<file path="src/rtl/carry_propagation.sv">
// Resolves carries in the pre-bitstream word stream: one held byte plus a
// pending-0xFF run, emitting final bytes one per cycle. Optional CARRY_ERR_CHECK_EN.
module carry_propagation #(
  parameter int RANGE_WIDTH   = 16,
  parameter int RUN_CNT_WIDTH = 16
) (
  input  logic                   general_clk,
  input  logic                   reset,
  input  logic                   in_valid,
  output logic                   in_ready,
  input  logic [1:0]             in_flag_1,
  input  logic [1:0]             in_flag_2,
  input  logic [RANGE_WIDTH-1:0] in_bit_1_1,
  input  logic [RANGE_WIDTH-1:0] in_bit_1_2,
  input  logic [RANGE_WIDTH-1:0] in_bit_2_1,
  input  logic [RANGE_WIDTH-1:0] in_bit_2_2,
  input  logic                   flush,
  output logic [7:0]             out_byte,
  output logic                   out_valid,
  input  logic                   out_ready,
  output logic                   out_last,
  output logic                   flush_done,
  output logic [1:0]             err
);

  // state      | meaning
  // ACCEPT     | consume one staged word per cycle, or act on a pending flush
  // EMIT_HELD  | present the resolved held byte
  // EMIT_RUN   | present the resolved fill bytes of the pending run
  // FLUSH_HELD | present the held byte at end of stream
  // FLUSH_RUN  | present the pending 0xFF bytes at end of stream
  typedef enum logic [2:0] {ACCEPT, EMIT_HELD, EMIT_RUN, FLUSH_HELD, FLUSH_RUN} state_t;

  localparam logic [RUN_CNT_WIDTH-1:0] RUN_ONE = 1;

  state_t state, state_nxt;

  logic       stg_valid;
  logic [1:0] stg_n1;
  logic [2:0] stg_cnt, stg_idx;
  logic [8:0] stg_w11, stg_w12, stg_w21, stg_w22;

  logic [7:0]               held;
  logic                     hv;
  logic [RUN_CNT_WIDTH-1:0] pend;
  logic [7:0]               emit_byte;
  logic [7:0]               fill;
  logic [RUN_CNT_WIDTH-1:0] emit_run;
  logic                     flush_pend;

  logic [1:0] eff_1, eff_2;
  logic [8:0] cur_word;
  logic       cur_c;
  logic [7:0] cur_b;
  logic       consume, word_emits, last_word, stg_clear, load;
  logic       flush_go, hs, flush_fin, flag_bad;
  logic       unused_hi;

  assign unused_hi = ^{in_bit_1_1[RANGE_WIDTH-1:9], in_bit_1_2[RANGE_WIDTH-1:9],
                       in_bit_2_1[RANGE_WIDTH-1:9], in_bit_2_2[RANGE_WIDTH-1:9]};

  assign eff_1    = (in_flag_1 == 2'b11) ? 2'b00 : in_flag_1;
  assign eff_2    = (in_flag_2 == 2'b11) ? 2'b00 : in_flag_2;
  assign flag_bad = (in_flag_1 == 2'b11) || (in_flag_2 == 2'b11);

  // Word idx of the beat: slot 1 words first, then slot 2 starting at n1.
  always_comb begin
    cur_word = '0;
    if (stg_idx < {1'b0, stg_n1})
      cur_word = stg_idx[0] ? stg_w12 : stg_w11;
    else
      cur_word = (stg_idx[0] ^ stg_n1[0]) ? stg_w22 : stg_w21;
  end

  assign cur_c      = cur_word[8];
  assign cur_b      = cur_word[7:0];
  assign in_ready   = (state == ACCEPT) && !stg_valid && !flush_pend;
  assign load       = in_valid && in_ready;
  assign consume    = (state == ACCEPT) && stg_valid && (stg_cnt != 3'd0);
  assign word_emits = cur_c || (cur_b != 8'hFF);
  assign last_word  = (stg_idx == stg_cnt - 3'd1);
  assign stg_clear  = (state == ACCEPT) && stg_valid && ((stg_cnt == 3'd0) || last_word);
  assign flush_go   = (state == ACCEPT) && !stg_valid && flush_pend;
  assign hs         = out_valid && out_ready;
  assign flush_fin  = hs && (((state == FLUSH_HELD) && (emit_run == '0)) ||
                             ((state == FLUSH_RUN) && (emit_run == RUN_ONE)));

  always_ff @(posedge general_clk or negedge reset) begin
    if (!reset) state <= ACCEPT;
    else        state <= state_nxt;
  end

  always_comb begin
    state_nxt = state;
    case (state)
      ACCEPT: begin
        if (consume && word_emits && hv) state_nxt = EMIT_HELD;
        else if (flush_go && hv)         state_nxt = FLUSH_HELD;
      end
      EMIT_HELD:  if (hs) state_nxt = (emit_run != '0) ? EMIT_RUN : ACCEPT;
      EMIT_RUN:   if (hs && (emit_run == RUN_ONE)) state_nxt = ACCEPT;
      FLUSH_HELD: if (hs) state_nxt = (emit_run != '0) ? FLUSH_RUN : ACCEPT;
      FLUSH_RUN:  if (hs && (emit_run == RUN_ONE)) state_nxt = ACCEPT;
      default:    state_nxt = ACCEPT;
    endcase
  end

  always_comb begin
    out_valid = 1'b0;
    out_byte  = 8'h00;
    out_last  = 1'b0;
    case (state)
      EMIT_HELD: begin
        out_valid = 1'b1;
        out_byte  = emit_byte;
      end
      EMIT_RUN: begin
        out_valid = 1'b1;
        out_byte  = fill;
      end
      FLUSH_HELD: begin
        out_valid = 1'b1;
        out_byte  = held;
        out_last  = (emit_run == '0);
      end
      FLUSH_RUN: begin
        out_valid = 1'b1;
        out_byte  = 8'hFF;
        out_last  = (emit_run == RUN_ONE);
      end
      default: ;
    endcase
  end

  always_ff @(posedge general_clk or negedge reset) begin
    if (!reset) begin
      stg_valid  <= 1'b0;
      stg_n1     <= 2'b00;
      stg_cnt    <= 3'd0;
      stg_idx    <= 3'd0;
      stg_w11    <= '0;
      stg_w12    <= '0;
      stg_w21    <= '0;
      stg_w22    <= '0;
      held       <= 8'h00;
      hv         <= 1'b0;
      pend       <= '0;
      emit_byte  <= 8'h00;
      fill       <= 8'h00;
      emit_run   <= '0;
      flush_pend <= 1'b0;
      flush_done <= 1'b0;
    end else begin
      flush_done <= flush_fin || (flush_go && !hv);

      if (load) begin
        stg_valid <= 1'b1;
        stg_n1    <= eff_1;
        stg_cnt   <= {1'b0, eff_1} + {1'b0, eff_2};
        stg_idx   <= 3'd0;
        stg_w11   <= in_bit_1_1[8:0];
        stg_w12   <= in_bit_1_2[8:0];
        stg_w21   <= in_bit_2_1[8:0];
        stg_w22   <= in_bit_2_2[8:0];
      end else if (stg_clear) begin
        stg_valid <= 1'b0;
      end

      if (in_ready && flush)
        flush_pend <= 1'b1;
      else if (flush_fin || (flush_go && !hv))
        flush_pend <= 1'b0;

      if (consume) begin
        stg_idx <= stg_idx + 3'd1;
        if (word_emits) begin
          emit_byte <= held + {7'b0, cur_c};
          emit_run  <= pend;
          fill      <= cur_c ? 8'h00 : 8'hFF;
          held      <= cur_b;
          hv        <= 1'b1;
          pend      <= '0;
        end else if (hv) begin
`ifdef CARRY_ERR_CHECK_EN
          if (!(&pend)) pend <= pend + RUN_ONE;
`else
          pend <= pend + RUN_ONE;
`endif
        end else begin
          held <= 8'hFF;
          hv   <= 1'b1;
          pend <= '0;
        end
      end

      if (flush_go && hv)
        emit_run <= pend;
      else if (hs && ((state == EMIT_RUN) || (state == FLUSH_RUN)))
        emit_run <= emit_run - RUN_ONE;

      if (flush_fin) begin
        hv   <= 1'b0;
        pend <= '0;
      end
    end
  end

`ifdef CARRY_ERR_CHECK_EN
  logic [1:0] err_q;

  always_ff @(posedge general_clk or negedge reset) begin
    if (!reset) begin
      err_q <= 2'b00;
    end else begin
      if (consume && !word_emits && hv && (&pend)) err_q[0] <= 1'b1;
      if ((load && flag_bad) || (consume && cur_c && !hv)) err_q[1] <= 1'b1;
    end
  end

  assign err = err_q;
`else
  logic unused_err;
  assign unused_err = flag_bad;
  assign err        = 2'b00;
`endif

endmodule

</file>
<file path="config.mk">
export PLATFORM = sky130hd
export DESIGN_NAME = carry_propagation
export DESIGN_NICKNAME = d
export VERILOG_FILES = /design/src/rtl/carry_propagation.sv
export SDC_FILE = /design/constraint.sdc
export NUM_CORES = 1
export LEC_CHECK = 0
export ABC_CLOCK_PERIOD_IN_PS = 3520
export BUFFER_PORTS_ARGS = -buffer_cell sky130_fd_sc_hd__buf_2
export CAP_MARGIN = 20
export CORE_UTILIZATION = 35
export CTS_BUF_LIST = sky130_fd_sc_hd__clkbuf_4
export CTS_CLUSTER_SIZE = 30
export DETAILED_ROUTE_END_ITERATION = 8
export PLACE_DENSITY = 0.6
export SLEW_MARGIN = 20
export SYNTH_ARGS = -nofsm -noshare
export SYNTH_HDL_FRONTEND = slang
export SYNTH_SLANG_ARGS = --single-unit
</file>
<file path="constraint.sdc">
create_clock -name general_clk -period 3.52 [get_ports general_clk]
set_input_delay 0.352 -clock general_clk [delete_from_list [all_inputs] [get_ports general_clk]]
set_output_delay 0.352 -clock general_clk [all_outputs]
set_load 0.05 [all_outputs]
</file>
==> results of run 1 <==
worst paths after layout:
check / start / endpoint / depth (start not counted)
setup / recovery: stg_idx[0]$_DFFE_PN0P_ / emit_run[13]$_DFFE_PN0P_ / 10
hold / removal: in_bit_1_2[7] / stg_w12[7]$_DFFE_PN0P_ / 2
setup reg to reg: stg_idx[0]$_DFFE_PN0P_ / emit_run[13]$_DFFE_PN0P_ / 10
hold reg to reg: fill[6]$_DFFE_PN0N_ / fill[6]$_DFFE_PN0N_ / 2
max in group asynchronous: reset / stg_w12[8]$_DFFE_PN0P_ / 3
min in group asynchronous: reset / emit_byte[1]$_DFFE_PN0N_ / 2
per-layer routing:
| metal | up-vias | GRT usage (%) | wire length, µm |
|---|---|---|---|
| met5 | - | 0 | 0 |
| met4 | 0 | 4.482 | 134 |
| met3 | 11 | 3.669 | 562 |
| met2 | 76 | 25.45 | 5508 |
| met1 | 1956 | 21.66 | 5649 |
| li1 | 1982 | - | - |
critical path: cells and delay by family (launching register included):
family	cells	cell delay (ns)
mux	2	0.64
buf+inv	2	0.31
compound gates	5	1.10
fa+ha+maj	1	0.61
flops	1	0.38
area by class of cell:
type | instances | area [µm²] | area share (%)
well taps | 188 | 235.2 | 3.840
inverters | 11 | 41.29 | 0.6740
clock inverters | 7 | 103.9 | 1.695
clock buffers | 9 | 67.56 | 1.103
multi-input cells | 383 | 2770 | 45.22
repair buffers | 70 | 405.4 | 6.618
flip-flops and latches | 100 | 2502 | 40.85
through the flow:
step                      std cells  hold slack [ns]
final                           768          0.06981
after global routing            768          0.02128
after CTS                       767         0.001774
after detailed placement        750           0.4246
after global placement          750           0.4133
after floorplan                 524          0.05641
synthesized netlist by cell type (2+ instances only):
master	instances
nand2b_1	4
buf_4	2
o22ai_1	2
o221a_2	7
nor4_1	5
or3b_2	3
nor3_1	14
and2_1	4
nand4_1	6
nor3b_1	2
nand4b_1	2
nand3_1	17
xor2_1	15
a21oi_1	26
mux2i_1	17
a21boi_0	3
o21bai_1	2
clkbuf_1	21
a21o_1	3
nor2_1	34
mux2_2	55
buf_2	5
nor2b_1	12
xnor2_1	12
and3_1	6
a211oi_1	5
o31ai_1	4
dfrtp_1	100
nand3b_1	2
a31oi_1	2
ha_1	11
o22a_1	5
nand2_1	42
o21ai_0	28
and4_1	2
inv_1	11
or3_1	2
flip-flops by register name, indices dropped and copies added (netlist names), 2 cells and up:
name       count
held           8
stg_w21        9
stg_w12        9
stg_cnt        3
pend          16
stg_w11        9
stg_w22        9
state          3
emit_run      16
emit_byte      8
stg_n1         2
stg_idx        3
timing repair:
action | 4_1_cts | 5_1_grt
hold buffers | 1 | 1
gates resized for setup | 0 | 0
setup buffers | 0 | 0
endpoints found under the hold margin | 46 | 1
power by group through the flow:
stage          Combinational, mW  Clock (mW)  Sequential (mW)
2_1_floorplan               2.06           0             1.87
3_3_place_gp                2.46           0             2.01
3_5_place_dp                2.52           0             2.03
4_1_cts                     2.53       0.713             2.00
5_1_grt                     2.79       0.757             2.08
6_report                    2.51       0.682             2.01
logic make-up (layout without fill, tap and decap cells):
logic type                 count (synthesis)  in the layout
adders and majority gates                 12             12
muxes                                     72             72
xor gates and xnor gates                  27             27
AOI/OAI and AO/OA                        104            104
DFF                                      100            100
other                                      1              2
and+or+nand+nor                          166            166
buffers and inverters                     41             97
==> flow_summary.json, run 1 <==
{
  "avgViaCountPerCell": 5.241,
  "peakVddDrop_v": 0.0004708,
  "ys.flop_type": "dfrtp_1",
  "port_buffers": 56,
  "maxCapViolations": 0,
  "num_antenna_cells": 0,
  "grt_max_degree": 49,
  "yosys.area_share.simple_pct": 15.81,
  "vias": 4025,
  "status": "complete, no violations",
  "synth_seq_cells": 100,
  "start_kind": "flop",
  "critical_path.most_common_cell": "o21ai_0",
  "yosysTopAreaCell": "dfrtp_1",
  "slew_headroom_pct": 44.05,
  "finalSetupViolCount": 0,
  "wl_per_cell_um": 15.44,
  "netlist_area_mm2": 0.005444,
  "drcViolationCount": 0,
  "min_path_type": "in -> reg",
  "drt_iter0_drc": 183,
  "cts_sinks": 100,
  "end_kind": "flop",
  "grt_pass1_wl_mm": 20.24,
  "synth_compound_area_share_pct": 13.19,
  "p_sw_mw": 2.239,
  "seqPwrFrac_pct": 38.7,
  "worst_slack_ns": 0.4145,
  "setup_tns_ns": 0,
  "numCtsBuffers": 9,
  "netlist_top_cells_area": "dfrtp_1, mux2_2, mux2i_1, nand2_1, o21ai_0",
  "die_x_um": 126.7,
  "critPathMaxStageDelay_ns": 0.61,
  "finalInstanceArea_mm2": 0.006126,
  "first_global_vias": 4050,
  "cp_cell_sequence": "inv_1 -> ha_1 -> mux2i_1 -> o21ai_0 -> a2111o_1 -> a21o_1 -> a22oi_4 -> buf_4 -> mux2_2 -> o21ai_0",
  "sw_frac_of_total_pct": 43.07,
  "hold_viol": 0,
  "final_util_pct": 40.30,
  "cts_tree": "done",
  "internal-power_mw": 2.960,
  "worst-path-max-fanout": 16,
  "dpl_cell_area_mm2": 0.005934,
  "worst_slew_pin_slew_ns": 0.8337,
  "syn_avg_cell_area_um2": 10.41,
  "path_clk_slew_ns": 0.18,
  "fin_worst_skew_ns": 0.02507,
  "wirelength_mm": 11.86,
  "clockPowerShare_pct": 13.1,
  "layout_common_cells": "dfrtp_1, mux2_2, buf_2",
  "slew_viol_final": 0,
  "yosys.cell_types.count": 67,
  "synth-adder-area-share_pct": 2.896,
  "ys_seq_area_share_pct": 45.97,
  "fillCellCount": 1491,
  "combPwrFrac_pct": 48.2,
  "drive_gt1_share_pct": 27.07,
  "path_class": "reg -> reg",
  "synth.area.mux_share_pct": 14.50,
  "cts_max_level": 3,
  "grt_overflow": 0,
  "p_leak_nw": 2.740,
  "antenna_left": 0,
  "rsz0062_at_grt": "false",
  "synthCells": 523,
  "die_h_um": 126.7,
  "worstPathArrival_ns": 3.53,
  "grt_usage_pct": 15.93,
  "hpwl_mm": 8.711,
  "ys_warn_count": 0,
  "syn2layout_area_growth_pct": 12.53,
  "place_congestion": 0.7949,
  "synth_top_family_by_area": "simple AND/OR/NAND/NOR gates",
  "cp_data_required_time_ns": 3.94,
  "pre_cts_ws_ns": 0.4538,
  "cp_slowest_cell": "ha_1",
  "fmax_ghz": 0.3220,
  "layout_min_cycle_time_ns": 3.106,
  "nets": 660,
  "ys_async_sr_fraction_pct": 100.0,
  "start_util_pct": 35.81,
  "dr.pass1.iters": 4,
  "io_pins": 87,
  "r2r_slack_ns": 0.41,
  "die_area_mm2": 0.01606,
  "total_power_mw": 5.198,
  "grt_antenna_before_repair": 0,
  "coreArea_mm2": 0.01520,
  "synth-xor-area-share_pct": 4.344,
  "num_rows": 45,
  "clk_latency_ns": 0.49,
  "clock_path_buffers": 2,
  "min_period_over_period_pct": 88.22,
  "synth_top_area_share_pct": 45.97,
  "power.density_mw_per_mm2": 848.6,
  "clockRootBuffer": "clkbuf_4",
  "final_common_cell": "dfrtp_1",
  "synth_enable_flop_cells": 0
}
Note: power is estimated with default switching activity, not from simulation.
==> inputs of run 2 (changes only) <==
Settings changed: CORE_MARGIN set to 3, SLEW_MARGIN 20 to 15.
==> flow_summary.json, run 2 (synthesized netlist as in run 1, its figures left out) <==
{
  "status": "complete, no violations",
  "clockRootBuffer": "clkbuf_4",
  "vias": 4031,
  "cts_setup_buffers": 0,
  "min_path_type": "in -> reg",
  "hold_depth": 2,
  "antenna_left": 0,
  "avgViaCountPerCell": 5.297,
  "die_area_mm2": 0.01709,
  "worst-path-max-fanout": 6,
  "drt_iter0_drc": 146,
  "fmax_ghz": 0.3270,
  "numCtsBuffers": 9,
  "fin_hold_ws_ns": 0.06854,
  "path_clk_slew_ns": 0.16,
  "maxCapViolations": 0,
  "die_x_um": 130.7,
  "end_kind": "output port",
  "finalSetupViolCount": 0,
  "cts_max_level": 3,
  "cts_tree": "done",
  "drcViolationCount": 0,
  "fin_worst_skew_ns": 0.01916,
  "num_rows": 44,
  "die_h_um": 130.7,
  "start_util_pct": 36.62,
  "final_util_pct": 40.88,
  "grt_usage_pct": 14.76,
  "ctsResizeCount": 0,
  "worstPathArrival_ns": 2.71,
  "final_common_cell": "dfrtp_1",
  "power.density_mw_per_mm2": 853.5,
  "place_congestion": 0.8075,
  "port_buffers": 56,
  "reg2reg_to": "emit_run[13]$_DFFE_PN0P_",
  "syn2layout_area_growth_pct": 11.63,
  "worstHoldStart": "in_valid",
  "coreArea_mm2": 0.01486,
  "grt_antenna_before_repair": 1,
  "first_global_vias": 3996,
  "cts_sinks": 100,
  "grt_pass1_wl_mm": 20.01,
  "r2r_cells": 10,
  "hold_viol": 0,
  "io_pins": 87,
  "layout_common_cells": "dfrtp_1, mux2_2, buf_2",
  "hpwl_mm": 8.720,
  "rsz0062_at_grt": "false",
  "r2r_slack_ns": 0.47,
  "wl_per_cell_um": 15.84,
  "path_class": "reg -> out",
  "drive_gt1_share_pct": 26.91,
  "clock_path_buffers": 2,
  "p_leak_nw": 2.718,
  "cp_data_required_time_ns": 3.17,
  "slew_viol_final": 0,
  "slew_headroom_pct": 43.43,
  "largestRegisters": "emit_run (16), pend (16)",
  "worst_slew_pin_slew_ns": 0.8486,
  "peakVddDrop_v": 0.0003546,
  "dr.pass1.iters": 4,
  "min_period_over_period_pct": 86.87,
  "nets": 656,
  "ctsHoldBuffers": 1,
  "start_kind": "flop",
  "clk_latency_ns": 0.48,
  "hold_end": "stg_idx[2]$_DFFE_PN0P_",
  "reg2reg_from": "stg_idx[0]$_DFFE_PN0P_",
  "setup_tns_ns": 0,
  "wirelength_mm": 12.06,
  "grt_max_degree": 65,
  "layout_min_cycle_time_ns": 3.058,
  "grt_overflow": 0
}
[run 2: cell types whose count changed in the layout (fill, tap and decap cells not counted)]
| cell | before | now |
|---|---|---|
| dlygate4sd3_1 | 2 | 1 |
| inv_8 | 0 | 1 |
| nand2_2 | 0 | 1 |
| buf_4 | 12 | 10 |
| nand2_1 | 42 | 41 |
| clkinv_4 | 0 | 1 |
| clkinv_8 | 3 | 2 |
| diode_2 | 0 | 1 |
| clkinvlp_4 | 1 | 0 |
| buf_12 | 1 | 0 |
[run 2: layout make-up]
type,count,area [µm²]
inverter,11,41.29
clock buffer,9,67.56
fill,1444,8787
multi-input combinational,383,2773
sequential,100,2502
tap,184,230.2
clock inverter,7,100.1
timing repair buffer,66,360.3
antenna,1,2.502
[run 2: where the power goes]
part           switching (mW)  internal, mW  total [mW]
Sequential              0.452          1.59        2.04
Clock                   0.441         0.240       0.680
Combinational            1.35          1.11        2.46
[run 2: stage by stage]
stage	setup WS (ns)	area [µm²]	cells	power, mW
6_report	0.4622	6077	761	5.187
5_1_grt	0.2828	6077	761	5.597
4_1_cts	0.4139	6075	760	5.234
3_5_place_dp	0.4894	5897	743	4.537
3_3_place_gp	0.5266	5897	743	4.459
2_1_floorplan	0.2186	5448	524	3.927
[run 2: per-layer routing]
metal	vias up	routed length, µm	global-route usage [%]
li1	1982	-	-
met1	1961	6018	21.13
met2	78	5370	22.10
met3	10	516	3.984
met4	0	152	4.053
met5	-	0	0
[run 2: how the worst max path moves through the flow]
stage,start,slack (ns),cells after the start,end
final,emit_run[0]$_DFFE_PN0P_,0.46,6,out_last
after global routing,stg_n1[0]$_DFFE_PN0P_,0.28,9,emit_run[13]$_DFFE_PN0P_
after CTS,emit_run[0]$_DFFE_PN0P_,0.41,6,out_last
after detailed placement,stg_n1[0]$_DFFE_PN0P_,0.49,9,emit_run[13]$_DFFE_PN0P_
after global placement,stg_idx[0]$_DFFE_PN0P_,0.53,9,emit_run[10]$_DFFE_PN0P_
after floorplan,state[0]$_DFFE_PN0P_,0.22,6,stg_cnt[2]$_DFFE_PN0P_
[run 2: worst max-delay path, stage by stage, from the launching register on]
cell     delay, ns
dfrtp_1       0.47
inv_1         0.08
ha_1          0.19
or3b_2        0.55
o32ai_1       0.46
and2_1        0.23
buf_2         0.27
==> inputs of run 3 (changes only) <==
Settings changed: CAP_MARGIN 20 to unset, CORE_ASPECT_RATIO set to 0.5, CTS_BUF_LIST sky130_fd_sc_hd__clkbuf_4 to sky130_fd_sc_hd__clkbuf_4 sky130_fd_sc_hd__clkbuf_8.
==> flow_summary.json, run 3 (synthesized netlist as in run 1, its figures left out) <==
{
  "status": "complete, no violations",
  "maxCapViolations": 0,
  "p_sw_mw": 2.225,
  "sw_frac_of_total_pct": 42.04,
  "layout_min_cycle_time_ns": 3.089,
  "seqPwrFrac_pct": 38.6,
  "finalSetupViolCount": 0,
  "layout_common_cells": "dfrtp_1, mux2_2, buf_2",
  "grt_antenna_before_repair": 0,
  "cp_data_required_time_ns": 3.82,
  "min_period_over_period_pct": 87.75,
  "rsz0062_at_grt": "false",
  "worst_slew_pin_slew_ns": 0.7842,
  "peakVddDrop_v": 0.0003455,
  "syn2layout_area_growth_pct": 12.69,
  "fin_worst_skew_ns": 0.01383,
  "grt_usage_pct": 14.53,
  "wirelength_mm": 11.76,
  "total_power_mw": 5.293,
  "internal-power_mw": 3.067,
  "numCtsBuffers": 9,
  "slew_headroom_pct": 47.37,
  "clk_latency_ns": 0.38,
  "largestRegisters": "emit_run (16), pend (16)",
  "wl_per_cell_um": 15.21,
  "hpwl_mm": 8.630,
  "dpl_cell_area_mm2": 0.005914,
  "die_x_um": 182.4,
  "antenna_left": 0,
  "ctsResizeCount": 0,
  "die_h_um": 94.19,
  "dr.pass1.iters": 4,
  "num_rows": 31,
  "avgViaCountPerCell": 5.133,
  "clockPowerShare_pct": 15.2,
  "path_clk_slew_ns": 0.10,
  "port_buffers": 56,
  "cts_tree": "done",
  "end_kind": "flop",
  "combPwrFrac_pct": 46.2,
  "cts_sinks": 100,
  "drive_gt1_share_pct": 26.96,
  "slew_viol_final": 0,
  "first_global_vias": 3955,
  "setup_tns_ns": 0,
  "path_class": "reg -> reg",
  "coreArea_mm2": 0.01482,
  "ctsHoldBuffers": 0,
  "finalInstanceArea_mm2": 0.006135,
  "worst-path-max-fanout": 13,
  "nets": 655,
  "power.density_mw_per_mm2": 862.8,
  "min_path_type": "in -> async",
  "grt_overflow": 0,
  "drt_iter0_drc": 256,
  "p_leak_nw": 2.733,
  "start_kind": "flop",
  "cts_max_level": 3,
  "worstPathArrival_ns": 3.39,
  "num_antenna_cells": 0,
  "grt_pass1_wl_mm": 20.10,
  "fillCellCount": 1487,
  "vias": 3968,
  "hold_viol": 0,
  "drcViolationCount": 0,
  "final_common_cell": "dfrtp_1",
  "clockRootBuffer": "clkbuf_8",
  "grt_max_degree": 55,
  "clock_path_buffers": 2,
  "io_pins": 87,
  "cts_setup_buffers": 0,
  "start_util_pct": 36.74,
  "fmax_ghz": 0.3238,
  "place_congestion": 0.7731,
  "die_area_mm2": 0.01718
}
## run 3: cell count changes in the layout (fill, tap and decap cells not counted), sizes merged
cell	before	now
clkbuf	9	10
clkinv	3	2
clkinvlp	0	1
diode	1	0
dlygate4sd3	1	0
inv	14	13
## run 3: layout make-up
class                           count  area, µm²  share of cell area (%)
Inverter                           11      41.29                  0.6731
Timing Repair Buffer               65      350.3                   5.711
Clock inverter                      6      82.58                   1.346
Tap cell                          198      247.7                   4.038
Sequential cell                   100       2502                   40.79
Clock buffer                       10      137.6                   2.244
Multi-Input combinational cell    383       2773                   45.20
## run 3: routing by layer
layer  global-route usage, %  wire, µm  part of all wire [%]  up-vias
li1                        -         -                     -     1961
met2                   22.77      5385                    46       59
met3                   3.519       410                   3.5        7
met5                       0         0                     0        -
met1                   20.52      5858                    50     1941
met4                   3.040       105                  0.89        0
## run 3: power groups by stage
stage | Combinational (mW) | Sequential [mW] | Clock [mW]
2_1_floorplan | 2.06 | 1.87 | 0
3_3_place_gp | 2.41 | 2.05 | 0
3_5_place_dp | 2.46 | 2.06 | 0
4_1_cts | 2.47 | 2.04 | 0.837
5_1_grt | 2.73 | 2.12 | 0.878
6_report | 2.45 | 2.04 | 0.804
## run 3: through the flow
step	hold slack, ns	util, %	cells	setup WS [ns]
after global placement	0.4551	39.92	757	0.5535
after CTS	0.03992	41.40	773	0.4417
after floorplan	0.05641	-	524	0.2186
after detailed placement	0.4568	39.92	757	0.4919
final	0.01551	41.40	773	0.4313
after global routing	0.05763	41.40	773	0.2121
## run 3: worst paths after layout
| check | from | end | slack (ns) | cells past startpoint |
|---|---|---|---|---|
| min in group general_clk | in_valid | stg_idx[2]$_DFFE_PN0P_ | 0.16 | 2 |
| worst min register to register | emit_byte[5]$_DFFE_PN0N_ | emit_byte[5]$_DFFE_PN0N_ | 0.49 | 2 |
| max in group asynchronous | reset | stg_w12[4]$_DFFE_PN0P_ | 2.67 | 2 |
| worst min-delay path | reset | pend[2]$_DFFE_PN0P_ | 0.02 | 1 |
| worst max-delay path | stg_idx[0]$_DFFE_PN0P_ | emit_run[13]$_DFFE_PN0P_ | 0.43 | 10 |
| worst max register to register | stg_idx[0]$_DFFE_PN0P_ | emit_run[13]$_DFFE_PN0P_ | 0.43 | 10 |
## run 3: worst max-delay path, cell delays in order (launching register included)
cell and delay (ns):
dfrtp_1 0.36, inv_1 0.06, ha_1 0.63, mux2i_1 0.24, o21ai_0 0.16, a2111o_1 0.37, a21o_1 0.27, a22oi_4 0.26
buf_4 0.23, mux2_2 0.35, o21ai_0 0.07
